**src/rtl/mult_fu_ctrl.sv**
```systemverilog
// Multiply functional-unit controller: operand conditioning, latency-matched metadata pipe,
// sign fix-up and result FIFO ahead of the CDB. Optional perf counters via MULT_FU_PERF_EN.
module mult_fu_ctrl #(
  parameter int TAG_W      = 6,
  parameter int MULT_LAT   = 2,
  parameter int RESQ_DEPTH = 4
) (
  input  logic             clk,
  input  logic             rst,
  input  logic             flush,
  input  logic             issue_valid,
  output logic             issue_ready,
  input  logic [1:0]       issue_op,
  input  logic [31:0]      issue_a,
  input  logic [31:0]      issue_b,
  input  logic [TAG_W-1:0] issue_tag,
  output logic [31:0]      mult_a,
  output logic [31:0]      mult_b,
  input  logic [63:0]      mult_prod,
  output logic             cdb_valid,
  input  logic             cdb_ready,
  output logic [TAG_W-1:0] cdb_tag,
  output logic [31:0]      cdb_data
`ifdef MULT_FU_PERF_EN
  ,
  output logic [31:0]      stall_cnt,
  output logic [31:0]      op_cnt
`endif
);

  typedef enum logic [1:0] {
    OP_MUL    = 2'b00,
    OP_MULH   = 2'b01,
    OP_MULHSU = 2'b10,
    OP_MULHU  = 2'b11
  } op_e;

  localparam int PTR_W = (RESQ_DEPTH > 1) ? $clog2(RESQ_DEPTH) : 1;
  localparam int CNT_W = $clog2(RESQ_DEPTH + 1);
  localparam int OCC_W = $clog2(MULT_LAT + RESQ_DEPTH + 1);

  logic fire;
  logic sign_a;
  logic sign_b;
  logic neg;

  // Signed operands are handed to the unsigned multiplier as magnitudes.
  always_comb begin
    fire   = issue_valid & issue_ready;
    sign_a = ((issue_op == OP_MULH) || (issue_op == OP_MULHSU)) & issue_a[31];
    sign_b = (issue_op == OP_MULH) & issue_b[31];
    neg    = sign_a ^ sign_b;
    mult_a = '0;
    mult_b = '0;
    if (fire) begin
      mult_a = sign_a ? (~issue_a + 32'd1) : issue_a;
      mult_b = sign_b ? (~issue_b + 32'd1) : issue_b;
    end
  end

  logic [MULT_LAT-1:0] meta_valid;
  logic [MULT_LAT-1:0] meta_neg;
  logic [TAG_W-1:0]    meta_tag [MULT_LAT];
  logic [1:0]          meta_op  [MULT_LAT];

  always_ff @(posedge clk) begin
    if (rst || flush) begin
      meta_valid <= '0;
    end else begin
      meta_valid[0] <= fire;
      for (int i = 1; i < MULT_LAT; i++) begin
        meta_valid[i] <= meta_valid[i-1];
      end
    end
  end

  always_ff @(posedge clk) begin
    meta_tag[0] <= issue_tag;
    meta_op[0]  <= issue_op;
    meta_neg[0] <= neg;
    for (int i = 1; i < MULT_LAT; i++) begin
      meta_tag[i] <= meta_tag[i-1];
      meta_op[i]  <= meta_op[i-1];
      meta_neg[i] <= meta_neg[i-1];
    end
  end

  logic        exit_valid;
  logic [63:0] prod_fixed;
  logic [31:0] result;

  always_comb begin
    exit_valid = meta_valid[MULT_LAT-1];
    prod_fixed = meta_neg[MULT_LAT-1] ? (~mult_prod + 64'd1) : mult_prod;
    result     = (meta_op[MULT_LAT-1] == OP_MUL) ? prod_fixed[31:0] : prod_fixed[63:32];
  end

  logic [TAG_W-1:0] q_tag  [RESQ_DEPTH];
  logic [31:0]      q_data [RESQ_DEPTH];
  logic [PTR_W-1:0] wr_ptr;
  logic [PTR_W-1:0] rd_ptr;
  logic [CNT_W-1:0] count;
  logic             push;
  logic             pop;

  function automatic logic [PTR_W-1:0] next_ptr(input logic [PTR_W-1:0] p);
    return (p == PTR_W'(RESQ_DEPTH - 1)) ? '0 : p + PTR_W'(1);
  endfunction

  always_comb begin
    push = exit_valid & ~flush;
    pop  = cdb_valid & cdb_ready;
  end

  always_ff @(posedge clk) begin
    if (rst || flush) begin
      wr_ptr <= '0;
      rd_ptr <= '0;
      count  <= '0;
    end else begin
      if (push) wr_ptr <= next_ptr(wr_ptr);
      if (pop)  rd_ptr <= next_ptr(rd_ptr);
      case ({push, pop})
        2'b10:   count <= count + CNT_W'(1);
        2'b01:   count <= count - CNT_W'(1);
        default: count <= count;
      endcase
    end
  end

  always_ff @(posedge clk) begin
    if (push) begin
      q_tag[wr_ptr]  <= meta_tag[MULT_LAT-1];
      q_data[wr_ptr] <= result;
    end
  end

  // Head entry drives the CDB; forced quiet while in reset.
  always_comb begin
    cdb_valid = ~rst & (count != '0);
    cdb_tag   = cdb_valid ? q_tag[rd_ptr]  : '0;
    cdb_data  = cdb_valid ? q_data[rd_ptr] : '0;
  end

  logic [OCC_W-1:0] occ;

  // Every op in flight already owns a FIFO slot, so the free-running multiplier never overflows it.
  always_comb begin
    occ = OCC_W'(count);
    for (int i = 0; i < MULT_LAT; i++) begin
      occ = occ + OCC_W'(meta_valid[i]);
    end
    issue_ready = ~rst & ~flush & (occ < OCC_W'(RESQ_DEPTH));
  end

  assert property (@(posedge clk) disable iff (rst)
    !(push && !pop && (count == CNT_W'(RESQ_DEPTH))));

`ifdef MULT_FU_PERF_EN
  always_ff @(posedge clk) begin
    if (rst) begin
      stall_cnt <= '0;
      op_cnt    <= '0;
    end else begin
      if (issue_valid && !issue_ready && !flush) stall_cnt <= stall_cnt + 32'd1;
      if (pop) op_cnt <= op_cnt + 32'd1;
    end
  end
`endif

endmodule

```
**config.mk**
```make
export PLATFORM = sky130hd
export DESIGN_NAME = mult_fu_ctrl
export DESIGN_NICKNAME = d
export VERILOG_FILES = /design/src/rtl/mult_fu_ctrl.sv
export SDC_FILE = /design/constraint.sdc
export NUM_CORES = 1
export LEC_CHECK = 0
export BUFFER_PORTS_ARGS = -buffer_cell sky130_fd_sc_hd__buf_2
export CAP_MARGIN = 5
export CORE_MARGIN = 2
export CORE_UTILIZATION = 45
export DETAILED_ROUTE_END_ITERATION = 16
export PLACE_DENSITY_LB_ADDON = 0.3
export SLEW_MARGIN = 25
export SYNTH_ARGS = -nofsm -noshare
export SYNTH_HDL_FRONTEND = slang
export SYNTH_SLANG_ARGS = --single-unit
```
**constraint.sdc**
```tcl
create_clock -name clk -period 2.9 [get_ports clk]
set_clock_uncertainty 0.05 [all_clocks]
set_input_delay 0.29 -clock clk [delete_from_list [all_inputs] [get_ports clk]]
set_output_delay 0.29 -clock clk [all_outputs]
set_load 0.05 [all_outputs]
```
==> summary.txt <==
Outcome
  • Status: finished, final reports clean

Logic synthesis
  • Synth warnings: 0
  • Mapped Avg Cell Area: 11.26 sq um
  • Syn Inst Count: 919
  • Dominant cells by area after synthesis: edfxtp_1 (44%), mux4_2 (8.3%), dfxtp_1 (5.6%), xnor2_1 (5.1%), xor2_1 (4.4%)
  • Synthesized flop and latch total: 181
  • Post-synth top cells: edfxtp_1 (152), nor2_1 (113), nand2_1 (63)
  • Yosys top cell by area: edfxtp_1
  • Main synth FF type: edfxtp_1
  • Most frequent cell after synthesis: edfxtp_1
  • EDFF count, synth: 152
  • Sequential-to-total area share from yosys stat: 49.70%
  • Async S/R FF share, synth: 0%
  • Distinct cell type count after synthesis: 67
  • Post-synth net total: 1,072
  • Post-synth top area share: 44.09%
  • Synth Cell Area: 10,350 sq um

Routing
  • Initial DRC count: 652
  • Vias: 8,402
  • DRC: 0
  • DR WL/cell: 19.21 um
  • Final ANT Viol Nets: 0
  • Final wirelength: 28,810 um
  • DR pass1 iterations: 8
  • Via density: 5.601

Pwr
  • Lkg Pwr: 0.004816 uW
  • Max IR drop VDD: 426.3 uV
  • Power per Cell Area: 484.4 nW/um^2

Global routing
  • Largest net degree at the start of global routing: 58
  • Initial antenna violation count: 8
  • Overall routing resource usage: 24.22%
  • Gr ovfl total: 0
  • Vias in the first global route: 8,390
  • First-pass GRT wire length: 44,980 um

Die
  • Initial core utilization: 45.73%
  • Die Ht: 155.7 um
  • Row count: 55
  • Top-Level Pins: 245
  • DIE WIDTH: 155.7 um
  • Die area: 24,230 sq um
  • CORE AREA: 22,640 sq um

Cells and area
  • Design Area, Final: 12,870 sq um
  • Fill cells: 1,956
  • Share of cells above drive strength 1: 33.17%
  • Final #Nets: 1,349
  • Layout area overhead: 24.29%

Worst hold path
  • Hold crit path type: in2reg

STA
  • Final setup fails: 0
  • Worst Slack Setup Final: 116.8 ps
  • Final count of hold timing violations: 0
  • Worst-margin pin slew: 675.6 ps
  • Final min period: 2783 ps
  • Max-slew violations: 0
  • Fmax: 359.3 MHz
  • RSZ-0062 raised after global routing: no
  • Tcrit/Tclk final: 95.97%
  • Setup TNS: 0 ps
  • Relative slew slack: 54.96%
  • Worst hold slack: 135.6 ps

Place
  • Dpl hpwl: 20,920 um
  • Placed inst area: 12,140 sq um
  • RePlAce Congestion: 0.9601
  • Worst slack, placed: -38.83 ps
  • Number of I/O port buffers: 244

Job
  • Max_cap viols: 0

Clocking
  • Worst-Skew Late Latency: 430 ps
  • H-tree levels: 4
  • Root Buffer Master: clkbuf_16
  • CTS tree: done
  • Clk slew on worst S/H paths: 70 ps
  • Maximum clock insertion buffer count: 2
  • CTS buffer count: 17
  • Sink Count: 181

Setup path
  • Crit Path Class: in2out
  • Register-to-register setup slack: 780 ps
  • Setup crit start kind: input pin
  • CP arrival: 2440 ps
  • CP Max Fanout: 5
  • Worst endpoint required time: 2560 ps
  • Crit. End Element: output port
==> kinds of logic after synthesis <==
logic type	after synthesis	share of synthesized area, %
AND/OR/NAND/NOR	358	18.31
buffers and inverters	64	2.719
flip-flops	181	49.70
adder cells (fa/ha/maj)	12	1.523
multiplexers	45	8.956
AO/OA/AOI/OAI	147	9.318
XOR/XNOR	112	9.475
==> per-stage QoR <==
step	power, uW	utilization, %	cells
2_1_floorplan	3563	-	919
3_3_place_gp	3936	53.62	1454
3_5_place_dp	3946	53.62	1454
4_1_cts	6264	56.70	1494
5_1_grt	6477	56.83	1500
6_report	6234	56.83	1500
==> per-layer routing <==
| metal | up-vias | routed length (um) | global-route usage (%) | part of all wire, % |
|---|---|---|---|---|
| met4 | 4 | 907 | 10.31 | 3.1 |
| met1 | 3982 | 11410 | 29.03 | 40 |
| met5 | - | 26 | 0 | 0.090 |
| met3 | 59 | 1819 | 4.333 | 6.3 |
| met2 | 356 | 14640 | 42.92 | 51 |
| li1 | 4001 | - | - | - |
==> final cells by class <==
cell class	instances	area (sq um)	share of cell area, %
repair buffers	302	1709	13.28
inverters	20	75.07	0.5834
clock inverters	11	96.34	0.7487
flip-flops and latches	181	5149	40.01
diodes	6	15.01	0.1167
clock buffers	21	514.2	3.997
well taps	285	356.6	2.771
multi-input cells	674	4952	38.49
==> path summary, 6_finish.rpt <==
check              start            end  depth (start not counted)
max           issue_a[4]     mult_a[17]                          8
min                flush  meta_valid[1]                          3
max reg2reg     count[0]       count[2]                         10
min reg2reg  meta_neg[0]    meta_neg[1]                          0
==> cells in the final DEF, fill, tap and decap left out, drive strengths merged, types with 11 or more instances in the layout <==
| cell type | n |
|---|---|
| and2 | 50 |
| inv | 28 |
| buf | 292 |
| o41ai | 22 |
| xor2 | 52 |
| or4 | 20 |
| dfxtp | 29 |
| o21ai | 35 |
| nand2 | 63 |
| mux4 | 38 |
| ha | 11 |
| a21oi | 39 |
| clkbuf | 23 |
| nor3 | 29 |
| nor4 | 25 |
| edfxtp | 152 |
| xnor2 | 60 |
| nor2 | 114 |
| o31ai | 28 |
| or3 | 11 |
==> sequential cells by signal, indices dropped and copies added, names as in the netlist, named ones only <==
name,count
meta_valid,2
meta_op,4
meta_tag,12
count,3
q_tag,24
meta_neg,2
q_data,128
rd_ptr,2
wr_ptr,2
==> power breakdown <==
part / internal (uW) / switching, uW
sequential: 2910 / 9.26
clock: 1300 / 1010
combinational: 371 / 629
total: 4580 / 1650
==> worst max-delay path, stage by stage <==
cell	delay, ps
buf_2	130
or3_1	400
or4_1	450
or2_2	360
o41ai_1	320
xor2_1	130
nor2_2	90
buf_2	260
==> timing repair <==
item / CTS / global route
setup buffers: 0 / 0
setup endpoints to repair: 2 / 11
resized for setup: 1 / 6
hold endpoints to repair: 8 / 0
hold buffers: 8 / 0
No activity file was read; power rests on OpenSTA's default activity.
